File: src/rtl/bbox_raster_sequencer_if.sv
// Handshake bundle between triangle setup, the bbox raster sequencer and the pixel stage.
// master = upstream/downstream environment side, slave = sequencer side.
interface bbox_raster_sequencer_if #(
   parameter int PIX_W = 10
);
   logic             tri_valid;
   logic             tri_ready;
   logic [15:0]      v0x;
   logic [15:0]      v1x;
   logic [15:0]      v2x;
   logic [15:0]      v0y;
   logic [15:0]      v1y;
   logic [15:0]      v2y;
   logic             pix_valid;
   logic             pix_ready;
   logic [PIX_W-1:0] pix_x;
   logic [PIX_W-1:0] pix_y;
   logic             pix_last;
   logic             tri_done;

   modport master (
      output tri_valid, v0x, v1x, v2x, v0y, v1y, v2y, pix_ready,
      input  tri_ready, pix_valid, pix_x, pix_y, pix_last, tri_done
   );

   modport slave (
      input  tri_valid, v0x, v1x, v2x, v0y, v1y, v2y, pix_ready,
      output tri_ready, pix_valid, pix_x, pix_y, pix_last, tri_done
   );
endinterface

File: src/rtl/bbox_raster_sequencer.sv
// Bounding-box raster sequencer: latches one triangle, rounds/clamps its box, walks it in raster order.
// Define BBOX_PERF_EN to add pix_count_o / tri_count_o performance counters.
//
// state  | meaning
// IDLE   | tri_ready high, waiting for a triangle
// CALC   | one cycle computing rounded, clamped bbox from captured vertices
// SCAN   | presenting pixels, advancing on each handshake
// DONE   | tri_done pulse; tri_ready returns the cycle after
module bbox_raster_sequencer #(
   parameter int SCREEN_W = 640,
   parameter int SCREEN_H = 480,
   parameter int PIX_W    = 10
) (
   input  logic                   clk,
   input  logic                   rst,
   bbox_raster_sequencer_if.slave bus
`ifdef BBOX_PERF_EN
   ,
   output logic [31:0]            pix_count_o,
   output logic [15:0]            tri_count_o
`endif
);

   typedef enum logic [1:0] {S_IDLE, S_CALC, S_SCAN, S_DONE} state_t;

   localparam logic [10:0] X_LIM = 11'(SCREEN_W - 1);
   localparam logic [10:0] Y_LIM = 11'(SCREEN_H - 1);

   state_t state_q, state_d;

   // Only bits [15:5] matter: the integer part plus the half bit used for rounding.
   logic [10:0]      vx_q [3];
   logic [10:0]      vx_d [3];
   logic [10:0]      vy_q [3];
   logic [10:0]      vy_d [3];
   logic [PIX_W-1:0] xmin_q, xmin_d, xmax_q, xmax_d, ymin_q, ymin_d, ymax_q, ymax_d;
   logic [PIX_W-1:0] cur_x_q, cur_x_d, cur_y_q, cur_y_d;

   logic [10:0] xmin_r, xmax_r, ymin_r, ymax_r, xmax_c, ymax_c;
   logic        box_empty;
   logic        pix_hs;
   logic        at_x_end;
   logic        at_last;

   function automatic logic [10:0] round_sat(input logic [10:0] t);
      logic [10:0] s;
      s = {1'b0, t[10:1]} + {10'd0, t[0]};
      return (s > 11'd1023) ? 11'd1023 : s;
   endfunction

   function automatic logic [10:0] min3(input logic [10:0] a, input logic [10:0] b,
                                        input logic [10:0] c);
      logic [10:0] m;
      m = (a < b) ? a : b;
      return (c < m) ? c : m;
   endfunction

   function automatic logic [10:0] max3(input logic [10:0] a, input logic [10:0] b,
                                        input logic [10:0] c);
      logic [10:0] m;
      m = (a > b) ? a : b;
      return (c > m) ? c : m;
   endfunction

   // Rounding is monotonic, so min/max of raw values then rounding equals rounding first.
   always_comb begin
      xmin_r    = round_sat(min3(vx_q[0], vx_q[1], vx_q[2]));
      xmax_r    = round_sat(max3(vx_q[0], vx_q[1], vx_q[2]));
      ymin_r    = round_sat(min3(vy_q[0], vy_q[1], vy_q[2]));
      ymax_r    = round_sat(max3(vy_q[0], vy_q[1], vy_q[2]));
      xmax_c    = (xmax_r > X_LIM) ? X_LIM : xmax_r;
      ymax_c    = (ymax_r > Y_LIM) ? Y_LIM : ymax_r;
      box_empty = (xmin_r > X_LIM) || (ymin_r > Y_LIM);
   end

   assign pix_hs   = (state_q == S_SCAN) && bus.pix_ready;
   assign at_x_end = (cur_x_q == xmax_q);
   assign at_last  = at_x_end && (cur_y_q == ymax_q);

   always_ff @(posedge clk or posedge rst) begin
      if (rst) state_q <= S_IDLE;
      else     state_q <= state_d;
   end

   always_comb begin
      state_d = state_q;
      unique case (state_q)
         S_IDLE: if (bus.tri_valid) state_d = S_CALC;
         S_CALC: state_d = box_empty ? S_DONE : S_SCAN;
         S_SCAN: if (pix_hs && at_last) state_d = S_DONE;
         S_DONE: state_d = S_IDLE;
         default: state_d = S_IDLE;
      endcase
   end

   always_comb begin
      bus.tri_ready = (state_q == S_IDLE);
      bus.pix_valid = (state_q == S_SCAN);
      bus.pix_last  = (state_q == S_SCAN) && at_last;
      bus.tri_done  = (state_q == S_DONE);
      bus.pix_x     = cur_x_q;
      bus.pix_y     = cur_y_q;
   end

   always_comb begin
      vx_d    = vx_q;
      vy_d    = vy_q;
      xmin_d  = xmin_q;
      xmax_d  = xmax_q;
      ymin_d  = ymin_q;
      ymax_d  = ymax_q;
      cur_x_d = cur_x_q;
      cur_y_d = cur_y_q;
      if (state_q == S_IDLE && bus.tri_valid) begin
         vx_d[0] = bus.v0x[15:5];
         vx_d[1] = bus.v1x[15:5];
         vx_d[2] = bus.v2x[15:5];
         vy_d[0] = bus.v0y[15:5];
         vy_d[1] = bus.v1y[15:5];
         vy_d[2] = bus.v2y[15:5];
      end
      if (state_q == S_CALC && !box_empty) begin
         xmin_d  = PIX_W'(xmin_r);
         xmax_d  = PIX_W'(xmax_c);
         ymin_d  = PIX_W'(ymin_r);
         ymax_d  = PIX_W'(ymax_c);
         cur_x_d = PIX_W'(xmin_r);
         cur_y_d = PIX_W'(ymin_r);
      end
      // The last pixel leaves the cursor parked on (xmax, ymax) so it never wraps.
      if (pix_hs && !at_last) begin
         if (!at_x_end) begin
            cur_x_d = cur_x_q + 1'b1;
         end else begin
            cur_x_d = xmin_q;
            cur_y_d = cur_y_q + 1'b1;
         end
      end
   end

   always_ff @(posedge clk or posedge rst) begin
      if (rst) begin
         for (int i = 0; i < 3; i++) begin
            vx_q[i] <= '0;
            vy_q[i] <= '0;
         end
         xmin_q  <= '0;
         xmax_q  <= '0;
         ymin_q  <= '0;
         ymax_q  <= '0;
         cur_x_q <= '0;
         cur_y_q <= '0;
      end else begin
         vx_q    <= vx_d;
         vy_q    <= vy_d;
         xmin_q  <= xmin_d;
         xmax_q  <= xmax_d;
         ymin_q  <= ymin_d;
         ymax_q  <= ymax_d;
         cur_x_q <= cur_x_d;
         cur_y_q <= cur_y_d;
      end
   end

`ifdef BBOX_PERF_EN
   logic [31:0] pix_count_q, pix_count_d;
   logic [15:0] tri_count_q, tri_count_d;

   always_comb begin
      pix_count_d = pix_count_q + {31'd0, pix_hs};
      tri_count_d = tri_count_q + {15'd0, (state_q == S_DONE)};
   end

   always_ff @(posedge clk or posedge rst) begin
      if (rst) begin
         pix_count_q <= '0;
         tri_count_q <= '0;
      end else begin
         pix_count_q <= pix_count_d;
         tri_count_q <= tri_count_d;
      end
   end

   assign pix_count_o = pix_count_q;
   assign tri_count_o = tri_count_q;
`endif

endmodule

File: src/flat_wrapper.sv
// flat-port wrapper written by rule: the top's interface ports become plain ports
module bbox_raster_sequencer_flat 
#(
   parameter int SCREEN_W = 640,
   parameter int SCREEN_H = 480,
   parameter int PIX_W    = 10
)
  (clk, rst, bus_tri_valid, bus_v0x, bus_v1x, bus_v2x, bus_v0y, bus_v1y, bus_v2y, bus_pix_ready, bus_tri_ready, bus_pix_valid, bus_pix_x, bus_pix_y, bus_pix_last, bus_tri_done);
  bbox_raster_sequencer_if #(.PIX_W(PIX_W)) bus_i ();
  input  logic clk;
  input  logic rst;
  input wire logic [$bits(bus_i.tri_valid)-1:0] bus_tri_valid;
  input wire logic [$bits(bus_i.v0x)-1:0] bus_v0x;
  input wire logic [$bits(bus_i.v1x)-1:0] bus_v1x;
  input wire logic [$bits(bus_i.v2x)-1:0] bus_v2x;
  input wire logic [$bits(bus_i.v0y)-1:0] bus_v0y;
  input wire logic [$bits(bus_i.v1y)-1:0] bus_v1y;
  input wire logic [$bits(bus_i.v2y)-1:0] bus_v2y;
  input wire logic [$bits(bus_i.pix_ready)-1:0] bus_pix_ready;
  output wire logic [$bits(bus_i.tri_ready)-1:0] bus_tri_ready;
  output wire logic [$bits(bus_i.pix_valid)-1:0] bus_pix_valid;
  output wire logic [$bits(bus_i.pix_x)-1:0] bus_pix_x;
  output wire logic [$bits(bus_i.pix_y)-1:0] bus_pix_y;
  output wire logic [$bits(bus_i.pix_last)-1:0] bus_pix_last;
  output wire logic [$bits(bus_i.tri_done)-1:0] bus_tri_done;
  assign bus_i.tri_valid = bus_tri_valid;
  assign bus_i.v0x = bus_v0x;
  assign bus_i.v1x = bus_v1x;
  assign bus_i.v2x = bus_v2x;
  assign bus_i.v0y = bus_v0y;
  assign bus_i.v1y = bus_v1y;
  assign bus_i.v2y = bus_v2y;
  assign bus_i.pix_ready = bus_pix_ready;
  assign bus_tri_ready = bus_i.tri_ready;
  assign bus_pix_valid = bus_i.pix_valid;
  assign bus_pix_x = bus_i.pix_x;
  assign bus_pix_y = bus_i.pix_y;
  assign bus_pix_last = bus_i.pix_last;
  assign bus_tri_done = bus_i.tri_done;
  bbox_raster_sequencer #(.SCREEN_W(SCREEN_W), .SCREEN_H(SCREEN_H), .PIX_W(PIX_W)) u_core (.clk(clk), .rst(rst), .bus(bus_i));
endmodule
File: config.mk
export PLATFORM = sky130hd
export DESIGN_NAME = bbox_raster_sequencer_flat
export DESIGN_NICKNAME = d
export VERILOG_FILES = /design/src/rtl/bbox_raster_sequencer_if.sv /design/src/rtl/bbox_raster_sequencer.sv /design/src/flat_wrapper.sv
export SDC_FILE = /design/constraint.sdc
export NUM_CORES = 1
export LEC_CHECK = 0
export CORE_ASPECT_RATIO = 2
export CORE_MARGIN = 1
export CORE_UTILIZATION = 44
export CTS_CLUSTER_DIAMETER = 200
export DETAILED_ROUTE_END_ITERATION = 10
export PLACE_DENSITY = 0.69
export SYNTH_ARGS = -nofsm -noshare
export SYNTH_HDL_FRONTEND = slang
export SYNTH_SLANG_ARGS = --single-unit
export TNS_END_PERCENT = 50
File: constraint.sdc
create_clock -name clk -period 10.1 [get_ports clk]
set_input_delay 1.01 -clock clk [delete_from_list [all_inputs] [get_ports clk]]
set_output_delay 1.01 -clock clk [all_outputs]
set_load 0.01 [all_outputs]
==> results of run 1 <==
==> final timing paths <==
| kind | start | slack, ns | to |
|---|---|---|---|
| hold reg to reg | u_core.xmin_q[5] | 0.50 | u_core.xmin_q[5] |
| hold / removal | u_core.xmin_q[5] | 0.50 | u_core.xmin_q[5] |
| setup / recovery | u_core.vy_q[19] | 2.12 | u_core.ymax_q[5] |
| min in group asynchronous | rst | 1.03 | u_core.vy_q[9] |
| setup reg to reg | u_core.vy_q[19] | 2.12 | u_core.ymax_q[5] |
| max in group asynchronous | rst | 7.74 | u_core.vy_q[1] |
==> per-stage QoR <==
| stage | instance area (sq um) | worst slack (ns) | std cells | util, % | hold WS [ns] |
|---|---|---|---|---|---|
| CTS | 11390 | 2.185 | 1425 | 52.75 | 0.5058 |
| finish | 11390 | 2.122 | 1425 | 52.75 | 0.5038 |
| detailed placement | 10810 | 2.254 | 1395 | 50.09 | 0.4928 |
| global placement | 10810 | 2.342 | 1395 | 50.09 | 0.4883 |
| global route | 11390 | 1.748 | 1425 | 52.75 | 0.5201 |
| floorplan | 9672 | 3.461 | 1066 | - | 0.4668 |
==> logic make-up after synthesis <==
group | Yosys count | share of synthesized area (%)
compound gates | 264 | 18.37
xor+xnor | 53 | 4.800
fa+ha+maj | 78 | 10.09
buf+inv | 93 | 4.023
flops | 118 | 30.53
mux | 131 | 15.10
simple gates | 329 | 17.09
==> routing by layer <==
metal | share of wire (%) | GRT usage [%] | wire length, microns
met3 | 2.9 | 4.526 | 849
met4 | 8.3 | 22.77 | 2465
met5 | 0 | 0 | 0
met1 | 34 | 25.22 | 9947
met2 | 55 | 52.24 | 16430
==> registers in the layout (all words and copies together) (netlist names) <==
| register | count |
|---|---|
| u_core.vx_q | 33 |
| u_core.xmin_q | 10 |
| u_core.ymax_q | 10 |
| u_core.bus.pix_x | 10 |
| u_core.bus.pix_y | 10 |
| u_core.xmax_q | 10 |
| u_core.state_q | 2 |
| u_core.vy_q | 33 |
==> cell usage in the layout (no fill, tap or decap), drive strengths merged, types with 42 or more instances in the layout <==
master and count:
inv 45, nor2 90, mux2 89, ha 78, dfrtp 118, a21oi 82
o21ai 57, mux2i 42, nand2 71, clkdlybuf4s50 93, nand3 46
==> worst reg2reg max path: stages, from the launching register on <==
cell,delay (ns)
dfrtp_1,0.47
inv_1,0.14
ha_1,0.33
nand4_1,0.18
a211oi_2,0.41
a2111oi_4,0.10
buf_4,0.26
nor2_1,0.96
a21oi_1,0.45
ha_1,0.45
a2111oi_0,1.05
a21o_1,0.66
mux2_2,0.43
ha_1,0.32
and3_1,0.23
nand3_1,0.13
mux2i_1,0.11
or3_1,0.42
nand4_1,0.11
o22ai_1,0.08
a311o_1,0.39
a22o_1,0.21
==> area by class of cell <==
cell class,instances,share of cell area (%)
Timing Repair Buffer,104,8.901
Multi-Input combinational cell,855,55.62
Tap cell,273,3.000
Inverter,45,1.505
Sequential cell,118,25.93
Clock buffer,22,4.165
Clock inverter,8,0.8791
==> results.md, run 1 <==
- Setup-failing EPs final: 0
- Total grt overflow: 0
- Worst Hold Depth: 2
- CP endpoint kind: flop
- Required time worst endpoint: 10.43 ns
- Via count: 8623
- Fmax: 125.3 MHz
- Num CTS Buffers: 17
- Placeable Area: 21590 sq um
- Setup Crit Path Kind: flop to flop
- Initial core utilization: 44.81%
- FP Rows: 76
- Worst-path clk slew: 0.06 ns
- Iter 0 DRT Violations: 476
- Seq. cell area: 2953 sq um
- Min-delay worst type: flop to flop
- Drt total wl: 29.69 mm
- CTS root buffer: clkbuf_16
- # fillers: 2006
- Status: complete, no violations
- Wire per inst: 20.83 microns
- DRC: 0
- Levels on crit path: 21
- CTS tree: done
- Fin crit period: 7.978 ns
- CTS Sinks: 118
- Setup TNS: 0 ns
- Ant. Diodes: 0
- Dpl hpwl: 23.25 mm
- Worst Max-Slew Pin Slew: 1.203 ns
- Top cells by area, synth: dfrtp_1 31%, ha_1 10%, mux2_2 9.2%, mux2i_1 4.3%, a21oi_1 4.1%
- Final Hold Viols: 0
- Commonest cells post-synth: 118 x dfrtp_1, 89 x nor2_1, 80 x a21oi_1
- Post-Syn Area per Cell: 9.073 sq um
- Clk_lat worst skew: 0.44 ns
- Crit path largest cell delay: 1.05 ns
- Htree depth: 4
- Hold Buf Count CTS: 0
- Slew margin rel.: 17.70%
- NumNets Final: 1319
- Post-CTS sizing: 0
- Worst path most repeated cell: ha_1
- Die width: 106.8 microns
- RSZ-0062 raised after global routing: false
- Layout cell share with drive strength beyond 1: 13.19%
- Seq cells post-synth: 118
- Routability-driven placement congestion ratio: 0.9610
- Synth top area share: 30.53%
- Worst reg2reg path depth: 21
- Instance count of the mapped netlist: 1066
- Max cap viols: 0
- First-pass GRT wire length: 46.80 mm
- Post-DRT Antenna Nets: 0
- Post-Syn Area: 9672 sq um
- Final Cycle Share: 78.99%
- Largest net degree at the start of global routing: 71
- Post-Syn Nets: 1244
- Cell taking the most area after synthesis: dfrtp_1
- Setup bufs post-CTS: 0
- Deepest clock path buffer count: 2
- Sequential area share after synthesis: 30.53%
- EDFF count, synth: 0
- Slew Limit Fails: 0
- CP bufs+invs: 2
- Initial DRT Pass Iterations: 6
- Multi-input gate area: 6332 sq um
- Distinct cells, synth: 80
- Most common cell in the netlist: dfrtp_1
- Crit path DAT: 8.30 ns
- Vias per cell: 6.051
- Worst-path cell chain: inv_1, ha_1, nand4_1, a211oi_2, a2111oi_4, buf_4, nor2_1, a21oi_1, ha_1, a2111oi_0, a21o_1, mux2_2, ha_1, and3_1, nand3_1, mux2i_1, or3_1, nand4_1, o22ai_1, a311o_1, a22o_1
- Layout area overhead: 17.72%
- Total die area: 22610 sq um
- Gr usage total: 27.69%
- Syn. warnings: 0
- Crit Path Max Fanout: 31
- Crit path max-delay cell type: a2111oi_0
- Port bufs: 93
- Num ports: 124
- Worst Clk Skew: 0.009494 ns
- CP startpoint kind: flop
- Vias in the first global route: 8921
- Die height: 211.7 microns
- Top FF cell, synth: dfrtp_1
- CP delay by family, top: compound AO/OA/AOI/OAI gates
- Ys async rst share: 100.0%
- Initial antenna violation count: 0
Power of run 1 is not shown: default switching activity piles up to over one toggle a cycle in this logic, so the estimate is an artifact.
==> run 2: changes to the inputs <==
--- a/config.mk
+++ b/config.mk
@@ -10,7 +10,7 @@
 export CORE_UTILIZATION = 44
 export CTS_CLUSTER_DIAMETER = 200
 export DETAILED_ROUTE_END_ITERATION = 10
-export PLACE_DENSITY = 0.69
+export PLACE_DENSITY = 0.71
 export SYNTH_ARGS = -nofsm -noshare
 export SYNTH_HDL_FRONTEND = slang
 export SYNTH_SLANG_ARGS = --single-unit
==> constraint.sdc (replaced) <==
create_clock -name clk -period 6.45 [get_ports clk]
set_input_delay 0.645 -clock clk [delete_from_list [all_inputs] [get_ports clk]]
set_output_delay 0.645 -clock clk [all_outputs]
set_load 0.01 [all_outputs]
==> results.md, run 2 (synthesis gave the netlist of run 1 again) <==
- Status: complete, no violations
- Setup-failing EPs final: 0
- Routability-driven placement congestion ratio: 1.039
- Vias in the first global route: 9351
- NumNets Final: 1385
- CTS root buffer: clkbuf_16
- Drt total wl: 31.15 mm
- Via count: 9084
- Post-DRT Antenna Nets: 0
- Worst Setup SP: u_core.vy_q[20]
- Vias per cell: 6.084
- Worst Max-Slew Pin Slew: 1.217 ns
- Placeable Area: 21590 sq um
- Gr usage total: 28.53%
- Worst Clk Skew: 0.01126 ns
- Hold worst-path end: u_core.xmin_q[6]
- Die height: 211.7 microns
- Largest net degree at the start of global routing: 67
- Crit path largest cell delay: 0.53 ns
- DRC: 0
- Crit path max-delay cell type: or4_1
- Total grt overflow: 0
- CTS Sinks: 118
- Iter 0 DRT Violations: 465
- Num ports: 124
- Max cap viols: 0
- Num CTS Buffers: 17
- Design area: 12030 sq um
- Largest registers: u_core.vx_q: 33 flops, u_core.vy_q: 33 flops
- Layout cell share with drive strength beyond 1: 19.43%
- Ant. Diodes: 0
- FP Rows: 76
- Most frequent cells in the layout: 118 x dfrtp_1, 93 x clkdlybuf4s50_1, 89 x nor2_1, 79 x mux2_2
- Most common cell after layout, fill and taps aside: dfrtp_1
- Die width: 106.8 microns
- Fmax: 162.0 MHz
- CP endpoint kind: flop
- Dpl hpwl: 24.44 mm
- Crit Path Max Fanout: 13
- Worst hold start: u_core.xmin_q[6]
- Layout area overhead: 24.33%
- CP startpoint kind: flop
- Worst reg2reg path depth: 28
- Reg2reg start: u_core.vy_q[20]
- Final Cycle Share: 95.73%
- Initial DRT Pass Iterations: 6
- Initial antenna violation count: 0
- Initial core utilization: 44.81%
- Worst Hold Depth: 1
- Required time worst endpoint: 6.78 ns
- Slew Limit Fails: 0
- Port bufs: 93
- Worst-path clk slew: 0.06 ns
- Fin crit period: 6.174 ns
- CTS tree: done
- Area post-placement: 11340 sq um
- Total die area: 22610 sq um
- Min-delay worst type: flop to flop
- Worst r2r dst: u_core.bus.pix_y[4]
- Deepest clock path buffer count: 2
- Clk_lat worst skew: 0.45 ns
- Htree depth: 4
- Wire per inst: 20.86 microns
- # fillers: 1944
- Final Hold Viols: 0
- Crit path DAT: 6.51 ns
- Setup Crit Path Kind: flop to flop
- Slew margin rel.: 18.54%
- R2R Setup Slk: 0.28 ns
- First-pass GRT wire length: 48.12 mm
[run 2: metal layers]
metal | GRT usage, % | vias to the layer above | share of wire (%)
met2 | 53.99 | 322 | 54
met5 | 0 | - | 0
met1 | 23.62 | 4358 | 31
met3 | 5.942 | 153 | 4.4
li1 | - | 4251 | -
met4 | 26.88 | 0 | 10
[run 2: worst max-delay path, delay by kind of cell (launching register included)]
kind / cells / cell delay (ns)
buffers and inverters: 6 / 0.88
adders and majority gates: 3 / 0.80
xor gates and xnor gates: 1 / 0.14
AOI/OAI and AO/OA: 9 / 2.19
DFF: 1 / 0.36
and+or+nand+nor: 9 / 1.64
[run 2: worst max path at each step]
| stage | endpoint | depth (start not counted) |
|---|---|---|
| floorplan | u_core.xmin_q[0] | 30 |
| global placement | u_core.xmin_q[8] | 24 |
| detailed placement | u_core.bus.pix_y[2] | 27 |
| CTS | u_core.bus.pix_y[2] | 27 |
| global route | u_core.bus.pix_y[5] | 28 |
| finish | u_core.bus.pix_y[4] | 28 |
[run 2: what timing repair did]
| item | CTS | global route |
|---|---|---|
| gates resized for setup | 1 | 17 |
| setup buffers | 0 | 4 |
| setup endpoints to repair | 19 | 49 |
| pin swaps | 0 | 7 |
| hold buffers | 0 | 0 |
| cloned | 0 | 1 |
[run 2: layout make-up]
class / instances / area (sq um) / area share (%)
multi-input cells: 855 / 6426 / 53.44
flip-flops and latches: 118 / 2953 / 24.56
repair buffers: 170 / 1589 / 13.21
clock buffers: 17 / 425.4 / 3.538
well taps: 273 / 341.6 / 2.840
inverters: 45 / 171.4 / 1.425
clock inverters: 15 / 118.9 / 0.9884
[run 2: stage by stage]
stage                     hold slack, ns  setup slack (ns)   TNS, ns  utilization, %  instances
after floorplan                   0.4668           0.05009         0               -       1066
after global placement            0.4877           0.06654         0           52.55       1456
after detailed placement          0.4868           0.02229         0           52.55       1456
after CTS                         0.5062           0.03178         0           55.10       1488
after global routing              0.5135          -0.02418  -0.02660           55.71       1493
final                             0.5032            0.2755         0           55.71       1493
Power of run 2 is left out for the same reason.
